File: src/rtl/sar_adc_ctrl.sv
// rtl/sar_adc_ctrl.sv - successive-approximation ADC controller with comparator synchronizer
module sar_adc_ctrl #(
    parameter int WIDTH         = 8,
    parameter int SAMPLE_CYCLES = 4,
    parameter int SETTLE_CYCLES = 2,
    parameter int SYNC_STAGES   = 2
) (
    input  logic             clk,
    input  logic             rst_n,
    input  logic             ena,
    input  logic             start,
    input  logic             cmp_in,
    output logic             sample,
    output logic [WIDTH-1:0] dac_code,
    output logic             busy,
    output logic             done,
    output logic             valid,
    output logic [WIDTH-1:0] result
);

    // Cycles spent on each bit: DAC/comparator settling plus synchronizer latency.
    localparam int T_BIT = SETTLE_CYCLES + SYNC_STAGES;
    localparam int C_MAX = (SAMPLE_CYCLES > T_BIT) ? SAMPLE_CYCLES : T_BIT;
    localparam int CW    = $clog2(C_MAX + 1);
    localparam int IW    = $clog2(WIDTH);

    localparam logic [1:0] ST_IDLE   = 2'd0;
    localparam logic [1:0] ST_SAMPLE = 2'd1;
    localparam logic [1:0] ST_TRIAL  = 2'd2;
    localparam logic [1:0] ST_DONE   = 2'd3;

    logic [1:0]             state;
    logic [CW-1:0]          cnt;
    logic [IW-1:0]          idx;
    logic [WIDTH-1:0]       work;
    logic [WIDTH-1:0]       res_q;
    logic                   valid_q;
    logic [SYNC_STAGES-1:0] sync_q;
    logic                   cmp_s;
    logic [WIDTH-1:0]       bit_mask;
    logic [WIDTH-1:0]       work_next;

    // Comparator output is asynchronous to clk; it is only ever used after this chain.
    always_ff @(posedge clk or negedge rst_n) begin
        if (!rst_n) begin
            sync_q <= '0;
        end else begin
            sync_q <= {sync_q[SYNC_STAGES-2:0], cmp_in};
        end
    end

    assign cmp_s     = sync_q[SYNC_STAGES-1];
    assign bit_mask  = WIDTH'(1) << idx;
    assign work_next = cmp_s ? (work | bit_mask) : (work & ~bit_mask);

    // Conversion sequencer: sample phase, one trial per bit MSB first, one-cycle done.
    always_ff @(posedge clk or negedge rst_n) begin
        if (!rst_n) begin
            state   <= ST_IDLE;
            cnt     <= '0;
            idx     <= IW'(WIDTH - 1);
            work    <= '0;
            res_q   <= '0;
            valid_q <= 1'b0;
        end else begin
            case (state)
                ST_IDLE: begin
                    if (ena && start) begin
                        state   <= ST_SAMPLE;
                        cnt     <= CW'(SAMPLE_CYCLES - 1);
                        valid_q <= 1'b0;
                    end
                end
                ST_SAMPLE: begin
                    if (!ena) begin
                        // Abort: drop back to idle with the DAC parked at zero.
                        state   <= ST_IDLE;
                        cnt     <= '0;
                        idx     <= IW'(WIDTH - 1);
                        work    <= '0;
                        valid_q <= 1'b0;
                    end else if (cnt == '0) begin
                        state <= ST_TRIAL;
                        cnt   <= CW'(T_BIT - 1);
                        idx   <= IW'(WIDTH - 1);
                        work  <= '0;
                    end else begin
                        cnt <= cnt - 1'b1;
                    end
                end
                ST_TRIAL: begin
                    if (!ena) begin
                        state   <= ST_IDLE;
                        cnt     <= '0;
                        idx     <= IW'(WIDTH - 1);
                        work    <= '0;
                        valid_q <= 1'b0;
                    end else if (cnt == '0) begin
                        // Decision edge: keep or clear the trial bit.
                        work <= work_next;
                        if (idx == '0) begin
                            state   <= ST_DONE;
                            res_q   <= work_next;
                            valid_q <= 1'b1;
                            idx     <= IW'(WIDTH - 1);
                        end else begin
                            idx <= idx - 1'b1;
                            cnt <= CW'(T_BIT - 1);
                        end
                    end else begin
                        cnt <= cnt - 1'b1;
                    end
                end
                default: begin
                    // DONE: back-to-back conversion if start is still requested.
                    if (ena && start) begin
                        state   <= ST_SAMPLE;
                        cnt     <= CW'(SAMPLE_CYCLES - 1);
                        valid_q <= 1'b0;
                    end else begin
                        state <= ST_IDLE;
                    end
                end
            endcase
        end
    end

    // Output decode from the registered state; idle/done show the last working value.
    always_comb begin
        sample   = 1'b0;
        busy     = 1'b0;
        done     = 1'b0;
        dac_code = work;
        case (state)
            ST_SAMPLE: begin
                sample   = 1'b1;
                busy     = 1'b1;
                dac_code = '0;
            end
            ST_TRIAL: begin
                busy     = 1'b1;
                dac_code = work | bit_mask;
            end
            ST_DONE: begin
                done = 1'b1;
            end
            default: begin
                dac_code = work;
            end
        endcase
    end

    assign valid  = valid_q;
    assign result = res_q;

endmodule

File: config.mk
export PLATFORM = sky130hd
export DESIGN_NAME = sar_adc_ctrl
export DESIGN_NICKNAME = d
export VERILOG_FILES = /design/src/rtl/sar_adc_ctrl.sv
export SDC_FILE = /design/constraint.sdc
export NUM_CORES = 1
export LEC_CHECK = 0
export ABC_AREA = 0
export CAP_MARGIN = 0
export CORE_UTILIZATION = 45
export CTS_BUF_LIST = sky130_fd_sc_hd__clkbuf_16
export DETAILED_ROUTE_END_ITERATION = 10
export DONT_BUFFER_PORTS = 1
export GPL_TIMING_DRIVEN = 0
export PLACE_DENSITY = 0.56
export SKIP_LAST_GASP = 1
export SLEW_MARGIN = 20
export SYNTH_ARGS = -nofsm -noshare
export SYNTH_HDL_FRONTEND = slang
export SYNTH_SLANG_ARGS = --single-unit
export TNS_END_PERCENT = 5
File: constraint.sdc
create_clock -name clk -period 4.9 [get_ports clk]
set_input_delay 0.98 -clock clk [delete_from_list [all_inputs] [get_ports clk]]
set_output_delay 0.98 -clock clk [all_outputs]
set_load 0.02 [all_outputs]
# Word level (Yosys, flattened, before mapping)
# Index checks and enable logic that the tools add are counted.
# totals
regBits	27
latch_bits	0
ramBits	0
rom_bits	0
input_bits	5
out_inout_bits	20
word_cells	71
memories	0
# classes
n_addsub	2
n_mul	0
div	0
order_cmp	0
n_eq_ne	9
n_shift	1
mux	37
bitwise_logic	3
reduce_logical	12
# op_table
cell	n
$mux 8	5
$mux 3	11
$pmux 8 s2	2
$mux 2	6
$pmux 3 s2	2
$reduce_and 4->1	3
$mux 1	9
$ne 3x3->1 const B	3
$and 8x8->8	1
$not 8->8	1
$or 8x8->8	1
$shl 1x3->8 const A	1
$logic_not 3->1	2
$pmux 2 s3	1
$sub 3x1->3 const B	2
$eq 2x2->1 const B	2
$ne 2x2->1 const B	2
$ne 4x4->1 const B	1
$reduce_and 3->1	1
$reduce_bool 3->1	1
$eq 2x1->1 const B	1
$logic_not 2->1	1
$pmux 1 s2	1
$reduce_and 2->1	1
other kinds (3)	3

# Longest topological paths before layout
# Gate-level depths: netlist (run 1).
# depth
ltp_word	7
mapped_depth	8
mapped_depth_nobuf	6

# Worst setup path before layout (run 1)
# OpenSTA, ideal clock, no wires.
# synth_timing
path_type	register to output
from	reg state[0]
to	out dac_code[1]
arrival_ns	1.682
required_ns	3.920
setup_slack_ns	2.238
path_stages_with_launch	7
n_path_buf	1
path_cell_list	dfrtp_1 -> inv_1 -> ha_1 -> clkbuf_1 -> nor2b_1 -> a21oi_1 -> nor2_1
# synth_between
elab_chain_cells	2
word_cells_on_any_way	3
cone_classes	2 x eq/ne; 1 x mux
# synth_rtl
element	line	rtl
from (decl)	32	logic [1:0] state;
from (signal assigned)	59	state <= ST_IDLE;
from (signal assigned)	69	state <= ST_SAMPLE;
from (signal assigned)	77	state <= ST_IDLE;
$eq 2x2->1 / $eq 2x1->1 (equally long branches)	134	case (state)
$pmux 8 s2 (*)	134	
to (decl)	14	output logic [WIDTH-1:0] dac_code,
# Mark *: on every way between the ends. The rest lies on a longest branch, timed or not.

# Final worst setup path (run 1)
# Same ends and word-level chain as after synthesis.

==> results of run 1 <==
## power breakdown
group | internal, mW | switching, mW | total [mW]
combinational | 0.0895 | 0.181 | 0.271
clock | 0.109 | 0.0732 | 0.182
sequential | 0.246 | 0.0186 | 0.264
## metal layers
metal	share of wire (%)	up-vias
met1	49	595
met3	4.4	2
met2	46	29
met5	0	-
met4	0.79	0
li1	-	603
## through the flow
stage / worst slack [ps] / instance area, µm²
final: 1670 / 1720
after CTS: 1670 / 1720
after detailed placement: 1960 / 1640
after floorplan: 2240 / 1580
after global routing: 1520 / 1720
after global placement: 2000 / 1640
## how the worst max path moves through the flow
| stage | cells after the start | to | slack, ps | start |
|---|---|---|---|---|
| 6_report | 6 | dac_code[1] | 1670 | state[0] |
| 5_1_grt | 6 | dac_code[3] | 1520 | state[1] |
| 3_5_place_dp | 6 | dac_code[1] | 1960 | state[0] |
| 3_3_place_gp | 6 | dac_code[1] | 2000 | state[1] |
| 4_1_cts | 6 | dac_code[1] | 1670 | state[0] |
| 2_1_floorplan | 6 | dac_code[1] | 2240 | state[0] |
## cell usage in the layout, fill, tap and decap left out, types with 7 or more instances in the layout
master and count:
ha_1 12, o21ai_0 11, dfrtp_1 24, mux2i_1 7, a31oi_1 9, inv_1 8, nand2_1 33, nor2_1 15
a21oi_1 12
## critical path, delay by kind of cell, from the launching register on
| family | cells | cell delay [ps] |
|---|---|---|
| and+or+nand+nor | 2 | 550 |
| buffers and inverters | 2 | 510 |
| adders and majority gates | 1 | 440 |
| DFF | 1 | 410 |
| AOI/OAI and AO/OA | 1 | 80 |
## state kept, by name, indices dropped and copies added (netlist names)
| register | cells |
|---|---|
| state | 2 |
| work | 8 |
| idx | 3 |
| sync_q | 2 |
| valid | 1 |
| cnt | 3 |
| result | 8 |
## logic make-up (layout without fill, tap and decap cells)
logic type | Yosys count | count (layout) | synth area share (%)
multiplexers | 7 | 7 | 4.43
AND/OR/NAND/NOR | 69 | 69 | 21.1
adder cells (fa/ha/maj) | 12 | 12 | 9.50
buffers and inverters | 16 | 20 | 5.23
AO/OA/AOI/OAI | 44 | 44 | 16.8
flip-flops | 27 | 27 | 43.0
## cells in the mapped netlist, drive strengths merged
cell,count
inv,7
o211ai,1
a31oi,9
a21o,1
nand2b,5
or2,1
nor2b,5
nor2,16
o311ai,1
a21oi,12
nor4b,1
dfrtp,24
o2bb2ai,1
clkbuf,2
ha,12
nand3,2
nand2,33
dfstp,3
mux2i,7
nand3b,2
nor3,1
nand4b,1
a22o,1
a22oi,1
and2b,1
or3,1
buf,7
a2bb2oi,1
o21ai,16
## final cells by class
cell class | instances | area, µm²
Inverter | 7 | 26.3
Buffer | 9 | 56.3
Tap cell | 46 | 57.6
Sequential cell | 27 | 679
Clock inverter | 1 | 3.75
Fill cell | 343 | 1650
Clock buffer | 3 | 75.1
Multi-Input combinational cell | 132 | 818
==> impl_metrics.toml, run 1 <==
[global_route]
antenna_found_initial = 0
grt-ovfl-total = 0
use_met2_pct = 30.3
grt_pass1_wl_um = 5460
use_met1_pct = 27.6
track_usage_pct = 19.7
use_met3_pct = 3.57
top_usage_layer = "met2"
grt_max_degree = 28
grt_pass1_vias = 1206

[sta]
setup_tns_ps = 0
hold_viol = 0
fmax_mhz = 310
min_period_over_period_pct = 65.9
slew_violations = 0
setup_viol = 0
rsz0062_at_grt = "false"
slew_headroom_pct = 68.2
tightest_slew_ps = 477
fin_crit_ps = 3230
skew_ps = 4.50
whs_ps = 355

[worst_setup_path]
worstSetupPathType = "reg2out"
max_stage_delay_ps = 440
worstPathArrival_ps = 2250
worstPathMaxFanout = 10
r2r_end = "result[5]"
worstSetupStartpointType = "flop"
end_kind = "primary output"
crit_required_ps = 3920
cp_slowest_cell = "ha_1"
r2r-start = "state[0]"
worstPathCellList = "inv_1 -> ha_1 -> clkbuf_1 -> nor2b_1 -> a21oi_1 -> nor2_1"
reg2reg_setup_slack_ps = 3040
rr_worst_depth = 8

[hold_path]
hp-start = "sync_q[0]"
holdPathStages = 0
min_to = "sync_q[1]"
hold_path_class = "reg2reg"

[power_and_ir_drop]
powerDensity_nw_per_um2 = 418
vdd_drop_max_mv = 0.285
finalPower_mw = 0.717
p_leak_nw = 0.831

[yosys]
synth_seq_cells = 27
netlist_area_um2 = 1580
seq_area_frac_synth_pct = 43.0
synth_top_area_share_pct = 38.0
yosys-top-cells-area = "dfrtp_1 (38%), ha_1 (9.5%), nand2_1 (7.8%)"
synth.avg_cell_area_um2 = 9.03
synth_cells = 175
ys_types = 35
yosysWarnings = 0
synth_fp_nets = 192
yosysTopAreaCell = "dfrtp_1"

[clock_tree]
clkTransAtPathRegs_ps = 70
insertion_delay_ps = 260
cts_buffer_depth = 2
cts_root_buf = "clkbuf_16"
h-tree-depth = 1
post_cts_buffers = 0
post_cts_resized = 0
cts_hold_buf = 0
cts_buffers = 3
cts_tree = "built"
cts.sinks = 27

[cells_and_area]
final_util_pct = 51.0
areaGrowthSynthToFinish_pct = 8.63
final_layout_size_suffix_gt1_share_pct = 10.1
num_antenna_cells = 0
fin_cells = 225
layout.nets = 197

[die]
start_util_pct = 47.0
dieWidth_um = 61.3
die_h_um = 61.3
core_um2 = 3360
dieArea_um2 = 3750
row_count = 21
pin_count = 25

[placed_design]
io_buffers = 0
routabilityCongestion = 0.796
dpl.cell_count = 221
place.detailed.hpwl_um = 2390

[flow_run]
maxCapViolCount = 0

[drt]
first_iter_violations = 98
vias_per_cell = 5.46
detail_route.wl_per_cell_um = 14.7
wl_um = 3310
ant_nets = 0
dr.pass1.iters = 4
vias = 1229
drc_errors = 0

[outcome]
status = "complete, no violations"
No activity file was read; power rests on OpenSTA's default activity.
==> run 2, diff against run 1 <==
==> constraint.sdc (replaced) <==
create_clock -name clk -period 3.25 [get_ports clk]
set_input_delay 0.65 -clock clk [delete_from_list [all_inputs] [get_ports clk]]
set_output_delay 0.65 -clock clk [all_outputs]
set_load 0.02 [all_outputs]
==> results of run 2 <==
Same layout as run 1 (identical final DEF). Status: complete, no violations.
Among the figures that moved: setup slack after placement 1960 ps -> 639 ps; setup slack after layout 1670 ps -> 350 ps; hold slack 355 ps -> 81.3 ps; register-to-register setup slack 3040 ps -> 1390 ps; total power 0.717 mW -> 1.08 mW; worst IR drop on VDD 0.285 mV -> 0.429 mV
